<file path="src/rtl/seven_seg_scanner.sv">
// Multiplexed seven-segment scanner: cycles an active-low anode across NUM_DIGITS
// digits, with tear-free frame updates, leading-zero suppression and PWM brightness.
module seven_seg_scanner #(
  parameter int NUM_DIGITS  = 4,
  parameter int REFRESH_DIV = 100000,
  parameter int BRIGHT_W    = 3
) (
  input  logic                    clk,
  input  logic                    rst_n,
  input  logic [4*NUM_DIGITS-1:0] value_in,
  input  logic [NUM_DIGITS-1:0]   dp_in,
  input  logic [NUM_DIGITS-1:0]   blank_in,
  input  logic                    load,
  input  logic                    lz_suppress,
  input  logic [BRIGHT_W-1:0]     brightness,
  output logic [NUM_DIGITS-1:0]   anode,
  output logic [6:0]              segs,
  output logic                    dp,
  output logic                    frame_done
);

  localparam int PW   = (REFRESH_DIV > 1) ? $clog2(REFRESH_DIV) : 1;
  localparam int IW   = $clog2(NUM_DIGITS);
  localparam int SLOT = REFRESH_DIV / 8;
  localparam logic [PW-1:0] PRESC_LAST = PW'(REFRESH_DIV - 1);
  localparam logic [IW-1:0] IDX_LAST   = IW'(NUM_DIGITS - 1);

  logic [PW-1:0]           presc;
  logic [IW-1:0]           idx;
  logic [4*NUM_DIGITS-1:0] disp_val, pend_val;
  logic [NUM_DIGITS-1:0]   disp_dp, disp_blank, pend_dp, pend_blank;
  logic                    pend_valid;
  logic                    slot_end, frame_end;

  logic [3:0]              nib;
  logic                    lead_zero, on_phase, hide;
  logic [NUM_DIGITS-1:0]   anode_nxt;
  logic [6:0]              segs_nxt;
  logic                    dp_nxt;

  // Active-low GFEDCBA hex glyphs
  function automatic logic [6:0] hex_glyph(input logic [3:0] n);
    case (n)
      4'h0: hex_glyph = 7'b1000000;
      4'h1: hex_glyph = 7'b1111001;
      4'h2: hex_glyph = 7'b0100100;
      4'h3: hex_glyph = 7'b0110000;
      4'h4: hex_glyph = 7'b0011001;
      4'h5: hex_glyph = 7'b0010010;
      4'h6: hex_glyph = 7'b0000010;
      4'h7: hex_glyph = 7'b1111000;
      4'h8: hex_glyph = 7'b0000000;
      4'h9: hex_glyph = 7'b0010000;
      4'hA: hex_glyph = 7'b0001000;
      4'hB: hex_glyph = 7'b0000011;
      4'hC: hex_glyph = 7'b1000110;
      4'hD: hex_glyph = 7'b0100001;
      4'hE: hex_glyph = 7'b0000110;
      default: hex_glyph = 7'b0001110;
    endcase
  endfunction

  assign slot_end  = (presc == PRESC_LAST);
  assign frame_end = slot_end && (idx == IDX_LAST);

  // Scan counters plus double-buffered display contents; display only swaps at frame end
  always_ff @(posedge clk or negedge rst_n) begin
    if (!rst_n) begin
      presc      <= '0;
      idx        <= '0;
      disp_val   <= '0;
      disp_dp    <= '0;
      disp_blank <= '0;
      pend_val   <= '0;
      pend_dp    <= '0;
      pend_blank <= '0;
      pend_valid <= 1'b0;
    end else begin
      presc <= slot_end ? '0 : presc + 1'b1;
      if (slot_end)
        idx <= frame_end ? '0 : idx + 1'b1;
      if (frame_end && load) begin
        disp_val   <= value_in;
        disp_dp    <= dp_in;
        disp_blank <= blank_in;
        pend_valid <= 1'b0;
      end else if (frame_end && pend_valid) begin
        disp_val   <= pend_val;
        disp_dp    <= pend_dp;
        disp_blank <= pend_blank;
        pend_valid <= 1'b0;
      end
      if (load && !frame_end) begin
        pend_val   <= value_in;
        pend_dp    <= dp_in;
        pend_blank <= blank_in;
        pend_valid <= 1'b1;
      end
    end
  end

  always_comb begin
    nib       = disp_val[int'(idx)*4 +: 4];
    lead_zero = 1'b1;
    for (int i = 0; i < NUM_DIGITS; i++) begin
      if (i >= int'(idx) && disp_val[4*i +: 4] != 4'h0)
        lead_zero = 1'b0;
    end
    on_phase  = int'(presc) < (int'(brightness) + 1) * SLOT;
    hide      = disp_blank[idx] | (lz_suppress & (idx != '0) & lead_zero) | ~on_phase;
    anode_nxt = hide ? '1 : ~(NUM_DIGITS'(1) << idx);
    segs_nxt  = hide ? 7'b1111111 : hex_glyph(nib);
    dp_nxt    = hide | ~disp_dp[idx];
  end

  // Output register stage
  always_ff @(posedge clk or negedge rst_n) begin
    if (!rst_n) begin
      anode      <= '1;
      segs       <= 7'b1111111;
      dp         <= 1'b1;
      frame_done <= 1'b0;
    end else begin
      anode      <= anode_nxt;
      segs       <= segs_nxt;
      dp         <= dp_nxt;
      frame_done <= frame_end;
    end
  end

endmodule

</file>
<file path="config.mk">
export PLATFORM = sky130hd
export DESIGN_NAME = seven_seg_scanner
export DESIGN_NICKNAME = d
export VERILOG_FILES = /design/src/rtl/seven_seg_scanner.sv
export SDC_FILE = /design/constraint.sdc
export NUM_CORES = 1
export LEC_CHECK = 0
export CAP_MARGIN = 10
export CORE_ASPECT_RATIO = 2
export CORE_MARGIN = 4
export CORE_UTILIZATION = 60
export CTS_BUF_LIST = sky130_fd_sc_hd__clkbuf_2
export DETAILED_ROUTE_END_ITERATION = 10
export MAX_ROUTING_LAYER = met4
export PLACE_DENSITY = 0.84
export SKIP_CTS_REPAIR_TIMING = 1
export SLEW_MARGIN = 20
export SYNTH_ARGS = -nofsm -noshare
export SYNTH_HDL_FRONTEND = slang
export SYNTH_SLANG_ARGS = --single-unit
</file>
<file path="constraint.sdc">
create_clock -name clk -period 2.5 [get_ports clk]
set_input_delay 0.5 -clock clk [delete_from_list [all_inputs] [get_ports clk]]
set_output_delay 0.5 -clock clk [all_outputs]
set_load 0.02 [all_outputs]
</file>
# Word level (Yosys, flattened, before mapping)
# Memory sizes are Yosys's and may differ from the RTL's.
# Cells that the tools add are included.
# word_totals
reg_bits,81
romBits,112
in_bits,31
n_memories,1
# classes
n_addsub,3
mul,1
magnitude_cmp,5
n_eq_ne,2
n_shift,2
mux,21
n_bitwise,8
reduce_logical,15
# mem_list
name,depth,width,rd,rd_ports_with_merged_regs,wr,line_no,source
(no name shown),16,7,1,0,0,43,case (n)
# op_table
op,count
two-way mux 16 bit,2
two-way mux 4 bit,5
less-than comparator 17 x 18 -> 1 bit,1
"adder 17 x 1 -> 17 bit, second input constant",1
"== test 17 bit, second input constant",1
two-way mux 17 bit,1
"multiplier 4 x 12 -> 16 bit, second input constant",1
nonzero test 4 bit,4
variable part select 16 x 5 -> 4 bit,1
two-way mux 1 bit,9
logical AND 1 bit,7
two-way mux 7 bit,1
"adder 3 x 1 -> 4 bit, second input constant",1
binary-select mux 1 bit (select 2 bit),2
"greater-or-equal comparator 1 x 2 -> 1 bit, first input constant",2
inverter 4 bit,1
nonzero test 2 bit,2
"left shift 1 x 2 -> 4 bit, first input constant",1
"less-than comparator 2 x 3 -> 1 bit, second input constant",1
bitwise OR 1 bit,3
nonzero test 3 bit,1
"adder 2 x 1 -> 2 bit, second input constant",1
bitwise AND 1 bit,2
"== test 2 bit, second input constant",1
other kinds (4),5

# Depth between registers and ports, before layout
# depth
word_depth,10
mapped_depth,19

# Least setup slack after synthesis
# Ideal clock, no wire load.
# synth_timing
path_kind,input -> register
startpoint,input brightness[0]
endpoint,register anode[1]
setup_time_ns,0.100
t_arrival_ns,4.258
required_time_ns,2.400
path_slack_ns,-1.858
path_stages,18
cell_sequence,inv_1 -> ha_1 -> ha_1 -> inv_1 -> fa_1 -> inv_1 -> ha_1 -> a211o_1 -> a21oi_1 -> o21ai_0 -> a21oi_1 -> xnor2_1 -> ha_1 -> and4_1 -> a311o_1 -> a211oi_1 -> clkbuf_1 -> o211ai_1
# synth_between
elab_chain_cells,6
# synth_lines
element,line_no,source
start: declaration,15,"input logic [BRIGHT_W-1:0] brightness,"
adder 3 x 1 -> 4 bit,109,on_phase = int'(presc) < (int'(brightness) + 1) * SLOT;
multiplier 4 x 12 -> 16 bit,109,
less-than comparator 17 x 18 -> 1 bit,109,
inverter 1 bit,110,hide = disp_blank[idx] | (lz_suppress & (idx != '0) & lead_zero) | ~on_phase;
bitwise OR 1 bit,110,
two-way mux 4 bit,111,anode_nxt = hide ? '1 : ~(NUM_DIGITS'(1) << idx);
named net anode_nxt[1],37,logic [NUM_DIGITS-1:0] anode_nxt;
end signal: assignment,124,anode <= anode_nxt;
end: declaration,16,"output logic [NUM_DIGITS-1:0] anode,"
# The timed path passes the listed nets, and every way through them passes these cells.
# A chain may end at the register's enable or synchronous reset.

# Worst setup path after layout
# layout_timing
startpoint,input brightness[0]
endpoint,register segs[1]
# layout_between
elab_chain_cells,6
# layout_lines
element,line_no,source
adder 3 x 1 -> 4 bit,109,
multiplier 4 x 12 -> 16 bit,109,
less-than comparator 17 x 18 -> 1 bit,109,
inverter 1 bit,110,
bitwise OR 1 bit,110,
two-way mux 7 bit,112,segs_nxt = hide ? 7'b1111111 : hex_glyph(nib);
named net segs_nxt[1],38,logic [6:0] segs_nxt;
end signal: assignment,125,segs <= segs_nxt;
end: declaration,17,"output logic [6:0] segs,"
# The timed path passes the listed nets, and every way through them passes these cells.

==> metrics <==
status=finished with violations; failing checks=setup timing; Startpoint Class=input port; Layout Cells excl Fill=between 600 and 700; Fmax=0.2767 GHz; most numerous cell in the Yosys netlist=dfrtp_1; Worst Setup Path Type=in -> reg; final period demand of the worst path=approximately 3600 ps; htree depth=3; IO Count=between 40 and 50; CP Max Fanout=6; cell taking the most area after synthesis=dfrtp_1; Post-Route Setup TNS=-13070 ps; WP data arrival=roughly 4100 ps; sequential power share=just under 50%; share of cells above drive strength 1=between 20% and 30%; Final Max Tran Viols=0; Die Width=71.15 um; clock-pin slew on the worst setup and hold paths=around 230 ps; die area=about 0.0096 mm^2; FILL cells=approximately 530; largest net degree at the start of global routing=42; 1st-pass router iterations=4; Final Hold Viols=0; Comb power frac=23.9%; synthesized instance count=430; Switching Share=~29%; RePlAce Congestion=just over 0.9; EDFF count, synth=0; post-route clock period utilization=144.6%; Final Skew=roughly 34 ps; clk root buf=clkbuf_2; Tightest Hold Check Type=in -> async; Synth Cell Area=~0.0048 mm^2; Residual DRC=0; CTS Sinks=81; fin util=approximately 77%; Worst slew margin=approximately 60%; drt total wl=11220 um; CTS tree=done; total gr overflow=0; power share of the clock group=between 20% and 30%; via/cell ratio=~6.0; synth cell count leaders=dfrtp_1 (69), ha_1 (43), inv_1 (27); total global-route track usage=between 20% and 30%; Pint=2.088 mW; setup ws final=-1114 ps; max cap viols=0; flops & latches, synth=between 80 and 90; clk buf depth=2; # setup viols final=12; first-pass GRT wire length=~18000 um; PD cells=between 500 and 600 mW/mm^2; required time worst endpoint=between 2000 and 3000 ps; TritonCTS Buffers=9; vias in the first global route=slightly below 4000; Syn Nets=about 500; via count=around 3600; Syn-to-layout area delta=22.44%; dpl hpwl=about 8700 um; maximum VDD drop=0.5436 mV; Yosys Warn Count=0; synth unique cells=slightly above 50; sequential area share after synthesis=between 40 and 50%; # placed instances=583; Rows=45; Async S/R FF share, synth=between 90% and 100%; Worst Setup End Kind=flop; share of the synthesized area in the top cell type=a little over a third; Avg Cell Area, Syn=11.13 um^2; measured slew at the worst slew-check pin=around 590 ps; antenna viol nets, final=0; static leakage=around 2.8 nW; core area=~0.0077 mm^2; ys flop type=dfrtp_1; antenna violations before repair=1; Area contributors post-synth=dfrtp_1 (36%), ha_1 (11%), dfstp_2 (6.6%); clk_lat worst skew=roughly 560 ps; DRT iter0 DRCs=roughly 120; RSZ-0062 raised after global routing=true; Wirelength per Cell=between 15 and 20 um; final net count=581; Die Ht=134.3 um; switching power=0.8468 mW; Port-buffer cells=43; Initial Util=around 62%
## logic make-up (layout without fill, tap and decap cells)
group / Yosys count / in the layout / share of synthesized area [%]
xor+xnor: 26 / 26 / 4.759
buf+inv: 47 / 128 / 4.419
compound gates: 107 / 107 / 16.34
other cells: 0 / 1 / 0
flops: 81 / 81 / 42.68
mux: 35 / 35 / 9.806
simple gates: 90 / 90 / 10.33
fa+ha+maj: 44 / 44 / 11.66
## flip-flops by register name, indices dropped and copies added (netlist names)
register	flops
pend_valid	1
segs	7
anode	4
presc	17
dp	1
pend_blank	4
pend_dp	4
pend_val	16
frame_done	1
disp_val	16
disp_blank	4
disp_dp	4
idx	2
## critical path, stage by stage
cell and delay [ps]:
buf_8 90, clkinvlp_4 100, ha_4 300, ha_4 140
inv_2 40, fa_1 520, inv_1 50, ha_2 180
a211o_1 260, a21oi_2 160, o21ai_2 110, xnor2_1 140
ha_1 320, a211oi_2 180, nor2_1 70, a311o_1 330
a211oi_2 270, buf_2 220, o211ai_1 120
## path summary, 6_finish.rpt
path                                        startpoint                         to  slack [ps]  cells after the start
worst max-delay path                     brightness[0]          segs[1]$_DFF_PN1_       -1110                     19
worst min-delay path                             rst_n   pend_val[10]$_DFFE_PN0P_         410                      2
worst max register to register      idx[0]$_DFFE_PN0P_  disp_blank[3]$_DFFE_PN0P_         260                      5
worst min register to register  pend_dp[0]$_DFFE_PN0P_     disp_dp[0]$_DFFE_PN0P_         470                      1
max in group asynchronous                        rst_n         anode[2]$_DFF_PN1_        1360                      3
min in group clk                pend_dp[0]$_DFFE_PN0P_     disp_dp[0]$_DFFE_PN0P_         470                      1
## power by group through the flow
stage	sequential [mW]	combinational, mW	clock (mW)
2_1_floorplan	1.47	0.365	0
3_3_place_gp	1.46	0.630	0
3_5_place_dp	1.46	0.660	0
4_1_cts	1.44	0.663	0.805
5_1_grt	1.45	0.770	0.866
6_report	1.44	0.701	0.797
## area by class of cell
class	count	area [um^2]	area share, %
inverter	27	105.1	1.794
antenna	1	2.502	0.04272
timing repair buffer	85	765.7	13.07
clock buffer	9	45.04	0.7689
clock inverter	7	93.84	1.602
multi-input combinational	302	2686	45.86
tap	94	117.6	2.008
sequential	81	2042	34.86
## through the flow
| step | worst slack (ps) | power (mW) | instance area [um^2] | hold WS (ps) |
|---|---|---|---|---|
| after floorplan | -1394 | 1.830 | 4855 | 204.4 |
| after global placement | -2078 | 2.085 | 5590 | 450.2 |
| after detailed placement | -2194 | 2.120 | 5590 | 459.1 |
| after CTS | -1649 | 2.904 | 5729 | -135.0 |
| after global routing | -1300 | 3.082 | 5858 | 424.4 |
| final | -1114 | 2.935 | 5858 | 409.7 |
## layout by cell type, fill, tap and decap left out, types with 4 or more instances in the layout
cell / netlist / final
ha_4: 0 / 5
nor3_1: 5 / 5
nor2_1: 22 / 22
o21ai_0: 13 / 9
nand2_1: 18 / 18
xor2_1: 15 / 14
and3_1: 5 / 4
inv_1: 27 / 25
xnor2_1: 11 / 11
a21o_1: 26 / 26
clkdlybuf4s50_1: 0 / 39
o211ai_1: 11 / 11
buf_4: 2 / 40
dfstp_2: 12 / 12
ha_1: 43 / 37
mux4_2: 7 / 7
a22o_1: 24 / 24
mux2_2: 25 / 25
dfrtp_1: 69 / 69
nand3_1: 13 / 12
a21oi_1: 13 / 10
clkbuf_2: 0 / 10
## per-layer routing
| layer | global-route usage [%] | share of wire (%) | vias up |
|---|---|---|---|
| li1 | - | - | 1730 |
| met1 | 23.10 | 34 | 1791 |
| met2 | 46.98 | 58 | 83 |
| met3 | 3.826 | 2.4 | 44 |
| met4 | 15.90 | 5.5 | 0 |
| met5 | - | 0 | - |
No activity file was read; power rests on OpenSTA's default activity.
